File: src/rtl/conveer_stage_if.sv
// Stage-strobe bus between the conveer control FSM (master) and the stage responder (slave).
interface conveer_stage_if #(
  parameter int WIDTH     = 32,
  parameter int CNT_WIDTH = 16
);
  logic                 is_IFID_open;
  logic                 is_IDEX_open;
  logic                 is_EXMEM_open;
  logic                 is_MEMWB_open;
  logic                 is_load_PC;
  logic [WIDTH-1:0]     pc;
  logic [3:0]           stage_ack;
  logic [2:0]           expect_state;
  logic [CNT_WIDTH-1:0] retired_cnt;
  logic                 halted;
  logic                 proto_err;
  logic [2:0]           err_state;

  modport master (
    output is_IFID_open, is_IDEX_open, is_EXMEM_open, is_MEMWB_open, is_load_PC,
    input  pc, stage_ack, expect_state, retired_cnt, halted, proto_err, err_state
  );

  modport slave (
    input  is_IFID_open, is_IDEX_open, is_EXMEM_open, is_MEMWB_open, is_load_PC,
    output pc, stage_ack, expect_state, retired_cnt, halted, proto_err, err_state
  );
endinterface

File: src/rtl/conveer_stage_responder.sv
// Receiving end of the conveer stage-strobe bus: tracks the stage sequence, acks strobes,
// owns the PC, counts retired instructions and flags protocol violations.
//
// state   | meaning
// IF_ID   | expecting is_IFID_open alone
// ID_EX   | expecting is_IDEX_open alone
// EX_MEM  | expecting is_EXMEM_open alone
// MEM_WB  | expecting is_MEMWB_open alone (retires an instruction)
// WRITE   | expecting all inputs idle
// LOAD_PC | expecting is_load_PC exactly when pc < INSTRUCTION_NUMBERS
module conveer_stage_responder #(
  parameter int WIDTH               = 32,
  parameter int INSTRUCTION_NUMBERS = 16,
  parameter int CNT_WIDTH           = 16
) (
  input logic            clk,
  input logic            rst,
  conveer_stage_if.slave bus
);
  typedef enum logic [2:0] {
    IF_ID   = 3'd0,
    ID_EX   = 3'd1,
    EX_MEM  = 3'd2,
    MEM_WB  = 3'd3,
    WRITE   = 3'd4,
    LOAD_PC = 3'd5
  } state_t;

  localparam logic [WIDTH-1:0] PC_LIMIT = WIDTH'(INSTRUCTION_NUMBERS);

  state_t               state_q, state_d, advance;
  logic [WIDTH-1:0]     pc_q, pc_d;
  logic [3:0]           ack_q, ack_d;
  logic [CNT_WIDTH-1:0] ret_q, ret_d;
  logic                 halted_q, halted_d;
  logic                 err_q, err_d;
  logic [2:0]           err_state_q, err_state_d;
  logic [3:0]           strobes;
  logic                 ld;
  logic                 can_load;
  logic                 legal;

  assign strobes  = {bus.is_MEMWB_open, bus.is_EXMEM_open, bus.is_IDEX_open, bus.is_IFID_open};
  assign ld       = bus.is_load_PC;
  assign can_load = (pc_q < PC_LIMIT);

  always_ff @(posedge clk or posedge rst) begin
    if (rst) begin
      state_q     <= IF_ID;
      pc_q        <= '0;
      ack_q       <= '0;
      ret_q       <= '0;
      halted_q    <= 1'b0;
      err_q       <= 1'b0;
      err_state_q <= '0;
    end else begin
      state_q     <= state_d;
      pc_q        <= pc_d;
      ack_q       <= ack_d;
      ret_q       <= ret_d;
      halted_q    <= halted_d;
      err_q       <= err_d;
      err_state_q <= err_state_d;
    end
  end

  always_comb begin
    state_d     = state_q;
    pc_d        = pc_q;
    ack_d       = '0;
    ret_d       = ret_q;
    err_d       = err_q;
    err_state_d = err_state_q;
    legal       = 1'b0;
    advance     = (state_q >= LOAD_PC) ? IF_ID : state_t'(state_q + 3'd1);

    case (state_q)
      IF_ID:   legal = (strobes == 4'b0001) && !ld;
      ID_EX:   legal = (strobes == 4'b0010) && !ld;
      EX_MEM:  legal = (strobes == 4'b0100) && !ld;
      MEM_WB:  legal = (strobes == 4'b1000) && !ld;
      WRITE:   legal = (strobes == 4'b0000) && !ld;
      LOAD_PC: legal = (strobes == 4'b0000) && (ld == can_load);
      default: legal = 1'b0;
    endcase

    if (legal) begin
      state_d = advance;
      case (state_q)
        IF_ID:   ack_d = 4'b0001;
        ID_EX:   ack_d = 4'b0010;
        EX_MEM:  ack_d = 4'b0100;
        MEM_WB: begin
          ack_d = 4'b1000;
          if (ret_q != '1) ret_d = ret_q + 1'b1;
        end
        LOAD_PC: if (ld) pc_d = pc_q + 1'b1;
        default: ;
      endcase
    end else begin
      if (!err_q) begin
        err_d       = 1'b1;
        err_state_d = state_q;
      end
      // Resync onto whatever stage the master appears to be in.
      case (strobes)
        4'b0001: state_d = ID_EX;
        4'b0010: state_d = EX_MEM;
        4'b0100: state_d = MEM_WB;
        4'b1000: state_d = WRITE;
        4'b0000: state_d = ld ? IF_ID : advance;
        default: state_d = advance;
      endcase
    end

    halted_d = (pc_d >= PC_LIMIT);
  end

  assign bus.pc           = pc_q;
  assign bus.stage_ack    = ack_q;
  assign bus.expect_state = state_q;
  assign bus.retired_cnt  = ret_q;
  assign bus.halted       = halted_q;
  assign bus.proto_err    = err_q;
  assign bus.err_state    = err_state_q;
endmodule
File: src/flat_wrapper.sv
// flat-port wrapper written by rule: the top's interface ports become plain ports
module conveer_stage_responder_flat 
#(
  parameter int WIDTH               = 32,
  parameter int INSTRUCTION_NUMBERS = 16,
  parameter int CNT_WIDTH           = 16
)
  (clk, rst, bus_is_IFID_open, bus_is_IDEX_open, bus_is_EXMEM_open, bus_is_MEMWB_open, bus_is_load_PC, bus_pc, bus_stage_ack, bus_expect_state, bus_retired_cnt, bus_halted, bus_proto_err, bus_err_state);
  conveer_stage_if #(.WIDTH(WIDTH), .CNT_WIDTH(CNT_WIDTH)) bus_i ();
  input logic clk;
  input logic rst;
  input wire logic [$bits(bus_i.is_IFID_open)-1:0] bus_is_IFID_open;
  input wire logic [$bits(bus_i.is_IDEX_open)-1:0] bus_is_IDEX_open;
  input wire logic [$bits(bus_i.is_EXMEM_open)-1:0] bus_is_EXMEM_open;
  input wire logic [$bits(bus_i.is_MEMWB_open)-1:0] bus_is_MEMWB_open;
  input wire logic [$bits(bus_i.is_load_PC)-1:0] bus_is_load_PC;
  output wire logic [$bits(bus_i.pc)-1:0] bus_pc;
  output wire logic [$bits(bus_i.stage_ack)-1:0] bus_stage_ack;
  output wire logic [$bits(bus_i.expect_state)-1:0] bus_expect_state;
  output wire logic [$bits(bus_i.retired_cnt)-1:0] bus_retired_cnt;
  output wire logic [$bits(bus_i.halted)-1:0] bus_halted;
  output wire logic [$bits(bus_i.proto_err)-1:0] bus_proto_err;
  output wire logic [$bits(bus_i.err_state)-1:0] bus_err_state;
  assign bus_i.is_IFID_open = bus_is_IFID_open;
  assign bus_i.is_IDEX_open = bus_is_IDEX_open;
  assign bus_i.is_EXMEM_open = bus_is_EXMEM_open;
  assign bus_i.is_MEMWB_open = bus_is_MEMWB_open;
  assign bus_i.is_load_PC = bus_is_load_PC;
  assign bus_pc = bus_i.pc;
  assign bus_stage_ack = bus_i.stage_ack;
  assign bus_expect_state = bus_i.expect_state;
  assign bus_retired_cnt = bus_i.retired_cnt;
  assign bus_halted = bus_i.halted;
  assign bus_proto_err = bus_i.proto_err;
  assign bus_err_state = bus_i.err_state;
  conveer_stage_responder #(.WIDTH(WIDTH), .INSTRUCTION_NUMBERS(INSTRUCTION_NUMBERS), .CNT_WIDTH(CNT_WIDTH)) u_core (.clk(clk), .rst(rst), .bus(bus_i));
endmodule
File: config.mk
export PLATFORM = sky130hd
export DESIGN_NAME = conveer_stage_responder_flat
export DESIGN_NICKNAME = d
export VERILOG_FILES = /design/src/rtl/conveer_stage_if.sv /design/src/rtl/conveer_stage_responder.sv /design/src/flat_wrapper.sv
export SDC_FILE = /design/constraint.sdc
export NUM_CORES = 1
export LEC_CHECK = 0
export ABC_CLOCK_PERIOD_IN_PS = 2850
export BUFFER_PORTS_ARGS = -buffer_cell sky130_fd_sc_hd__buf_2
export CAP_MARGIN = 0
export CORE_AREA = 4 4 81 76
export CTS_BUF_LIST = sky130_fd_sc_hd__clkbuf_4
export DETAILED_ROUTE_END_ITERATION = 10
export DIE_AREA = 0 0 85 80
export GPL_TIMING_DRIVEN = 0
export MAX_ROUTING_LAYER = met4
export PLACE_DENSITY = 0.72
export SLEW_MARGIN = 30
export SYNTH_ARGS = -nofsm -noshare
export SYNTH_HDL_FRONTEND = slang
export SYNTH_SLANG_ARGS = --single-unit
File: constraint.sdc
create_clock -name clk -period 2.85 [get_ports clk]
set_clock_uncertainty 0.2 [all_clocks]
set_input_delay 0.285 -clock clk [delete_from_list [all_inputs] [get_ports clk]]
set_output_delay 0.285 -clock clk [all_outputs]
set_load 0.005 [all_outputs]
==> results.md <==
- Summed negative setup slack over all endpoints: 0 ps
- Unrepaired setup endpoints after global routing: false
- Startpoint type of the worst setup path: flip-flop
- First-pass GRT wire length: 9149 µm
- Placement Cell Area: 0.003015 mm²
- Initial core utilization: 49.41%
- Syn Area/Cell: 11.32 µm²
- Largest area contributor in the netlist: sky130_fd_sc_hd__dfrtp_1
- Count of max-cap constraint violations: 0
- Number of antenna violations at the first check in global routing: 0
- Cell count of the worst reg-to-reg path: 8
- Max-slew violation count: 0
- Total routing usage reported by global routing: 17.78%
- Clock tree from TritonCTS: yes
- Wirelength per Cell: 14.04 µm
- Most common cell after layout, fill and taps aside: sky130_fd_sc_hd__buf_2
- DIE WIDTH: 85 µm
- Static leakage: 1.731 nW
- Port-buffer cells: 64
- Cells traversed along the worst timing path: inv_1, ha_2, nand3b_1, a2111oi_0, o31ai_1, o211ai_4, or4b_1, xnor2_1
- Cells after synthesis: 228
- Biggest cell delay along the critical path: 490 ps
- DRC: 0
- Classification of the worst-slack hold path: input pin to flip-flop
- Area growth from synthesis to layout: 24.09%
- Post-CTS setup-driven buffer insertion count: 0
- Pre-Repair DR Iteration Count: 5
- Post-detailed-routing wire length: 5308 µm
- Share of final-layout standard cells stronger than drive strength 1: 30.23%
- Family with the most delay on the worst path: compound AO/OA/AOI/OAI gates
- Fillers: 444
- Data required time of the critical path: 2920 ps
- Maximum resistive drop on vdd: 0.0003725 V
- Top-area cell type share of the netlist area: 58.17%
- Cell Area, Synth: 0.002581 mm²
- Standard-cell row count: 25
- Maximum number of pins on one net before global-route repair: 52
- Minimum period implied by the final worst setup slack: 2653 ps
- Proportion of synthesized chip area in sequential cells: 58.17%
- Reg-to-reg critical path endpoint: u_core.bus.retired_cnt[13]
- Fmax: 376.9 MHz
- Remaining antenna violation count: 0
- Number of distinct standard cells referenced by the synthesized netlist: 36
- H-tree levels: 3
- Total via count after detailed routing: 1944
- Register clock-pin slew on the reported worst setup and hold paths: 100 ps
- Yosys warning total: 0
- Relative slew slack: 71.26%
- Cell at the slowest stage of the critical path: sky130_fd_sc_hd__or4b_1
- Max clock buf depth: 2
- Number of antenna repair diodes: 0
- Hold Path Sink: u_core.bus.expect_state[1]
- Ratio of routed vias to standard cells: 5.143
- Die height: 80 µm
- Finish-stage setup viols: 0
- Top library cells by usage in the layout, fill and taps aside: 66 x sky130_fd_sc_hd__buf_2, 60 x sky130_fd_sc_hd__dfrtp_1, 29 x sky130_fd_sc_hd__clkbuf_1, 17 x sky130_fd_sc_hd__xnor2_1, 14 x sky130_fd_sc_hd__and3_1
- Syn nets: 242
- Layout net count: 320
- Number of buffer and inverter stages on the critical path: 1
- Routability Congestion: 0.8064
- Top post-synthesis cells by area: sky130_fd_sc_hd__dfrtp_1 58%, sky130_fd_sc_hd__xnor2_1 5.8%, sky130_fd_sc_hd__clkbuf_1 4.2%
- CP endpoint kind: flip-flop
- Remaining global-route overflow: 0
- Worst setup path class: flip-flop to flip-flop
- Worst reg2reg setup slack: 200 ps
- Clock latency on the worst-skew pair: 380 ps
- Total power density per cell area: 594.8 mW/mm²
- Reg-to-reg startpoint: u_core.bus.expect_state[1]
- Total clock buffers created by CTS: 9
- CP startpoint: u_core.bus.expect_state[1]
- Final Hold Viols: 0
- Register bit total from synthesis: 60
- Final std cell area, no fill: 0.003203 mm²
- Area enclosed by the die boundary: 0.006800 mm²
- Floorplan core area: 0.005224 mm²
- DRC marker count from the first detailed-route iteration: 95
- Clock sink count: 60
- Crit share post-route: 93.10%
- Hold Crit Start: bus_is_IFID_open
- Transition time at the pin with the least slew margin: 420.2 ps
- Hold Path Depth: 3
- # IOs: 67
- Data arrival, critical path: 2720 ps
- Root Buffer: sky130_fd_sc_hd__clkbuf_4
- Half-perimeter wire length after detailed placement: 3860 µm
- Status: completed
- Vias in the first global route: 1872
- Smallest hold slack: 78.56 ps
- Maximum fanout along the worst path: 8
-- routing by layer --
layer | vias up | part of all wire [%] | GRT usage [%]
met2 | 55 | 46 | 25.85
met5 | - | 0 | -
met1 | 947 | 48 | 23.71
li1 | 933 | - | -
met3 | 9 | 4.6 | 3.302
met4 | 0 | 1.8 | 9.494
-- Yosys cell counts --
cell                         n
sky130_fd_sc_hd__nand3b_1    3
sky130_fd_sc_hd__nor3_1      1
sky130_fd_sc_hd__or4b_1      2
sky130_fd_sc_hd__xnor2_1    17
sky130_fd_sc_hd__o31ai_1     2
sky130_fd_sc_hd__and2_1      8
sky130_fd_sc_hd__and4_1      2
sky130_fd_sc_hd__mux2_2      5
sky130_fd_sc_hd__or4b_4      1
sky130_fd_sc_hd__nand4_1    11
sky130_fd_sc_hd__or4_1       1
sky130_fd_sc_hd__o211ai_1    1
sky130_fd_sc_hd__ha_1        7
sky130_fd_sc_hd__o211ai_2    1
sky130_fd_sc_hd__or2_1       1
sky130_fd_sc_hd__nor3_2      1
sky130_fd_sc_hd__buf_6       1
sky130_fd_sc_hd__nand2_1     9
sky130_fd_sc_hd__a2111oi_0   1
sky130_fd_sc_hd__buf_2       3
sky130_fd_sc_hd__nand3_1     9
sky130_fd_sc_hd__nor4b_1     1
sky130_fd_sc_hd__nor2_1      6
sky130_fd_sc_hd__clkbuf_1   29
sky130_fd_sc_hd__o2bb2ai_1   1
sky130_fd_sc_hd__dfrtp_1    60
sky130_fd_sc_hd__nor4_1      8
sky130_fd_sc_hd__a21oi_1     1
sky130_fd_sc_hd__and3_1     14
sky130_fd_sc_hd__inv_1       6
sky130_fd_sc_hd__o22ai_1     1
sky130_fd_sc_hd__xor2_1      4
sky130_fd_sc_hd__o21bai_1    1
sky130_fd_sc_hd__nand2b_1    3
sky130_fd_sc_hd__o211a_1     1
sky130_fd_sc_hd__o21ai_0     5
-- tightest hold or removal path: cells and delay by family --
kind | cells | cell delay, ps
AO/OA/AOI/OAI | 1 | 70
buffers and inverters | 1 | 140
AND/OR/NAND/NOR | 1 | 120
-- worst max-delay path by stage --
stage                                       endpoint  slack [ps]  cells after the start
final                     u_core.bus.retired_cnt[13]         200                      8
after global routing         u_core.bus.err_state[1]          80                      7
after CTS                 u_core.bus.retired_cnt[13]         130                      8
after detailed placement  u_core.bus.retired_cnt[13]         150                      8
after global placement    u_core.bus.retired_cnt[13]         180                      8
after floorplan           u_core.bus.retired_cnt[13]         410                      8
-- report_power, final --
group | leakage, nW | switching (mW) | internal [mW]
Sequential | 0.827 | 0.0586 | 0.888
Clock | 0.0876 | 0.297 | 0.359
Combinational | 0.816 | 0.178 | 0.125
Total | 1.73 | 0.533 | 1.37
-- sequential cells by signal, summed over array words and instances (netlist names) --
register	flops
u_core.bus.err_state	3
u_core.bus.expect_state	3
u_core.bus.halted	1
u_core.bus.pc	32
u_core.bus.proto_err	1
u_core.bus.retired_cnt	16
u_core.bus.stage_ack	4
-- per-stage QoR --
stage	worst slack [ps]	total power, mW	std cells	utilization [%]
2_1_floorplan	411.0	1.137	228	-
3_3_place_gp	183.2	1.244	359	57.15
3_5_place_dp	151.4	1.255	360	57.72
4_1_cts	130.8	1.915	378	61.05
5_1_grt	80.54	2.009	378	61.32
6_report	196.8	1.905	378	61.32
-- layout make-up --
cell class              count  area, µm²  share of cell area [%]
flip-flops and latches     60       1501                   46.88
multi-input cells         129      933.4                   29.14
repair buffers             67      367.9                   11.48
plain buffers              33      137.6                   4.297
well taps                  67      83.83                   2.617
clock inverters             6      78.83                   2.461
clock buffers              10      75.07                   2.344
inverters                   6      25.02                  0.7813
-- logic make-up (layout without fill, tap and decap cells) --
kind of cell               Yosys count  after routing  synth area share, %
and+or+nand+nor                     81             81                18.90
adders and majority gates            7              7                3.393
xor gates and xnor gates            21             21                7.125
muxes                                5              5                2.181
buffers and inverters               39            122                6.107
DFF                                 60             60                58.17
AOI/OAI and AO/OA                   15             15                4.120
-- what timing repair did --
item	4_1_cts	5_1_grt
setup endpoints to repair	0	13
hold endpoints to repair	61	0
resized for setup	0	3
hold buffers	2	0
Note: power is estimated with default switching activity, not from simulation.
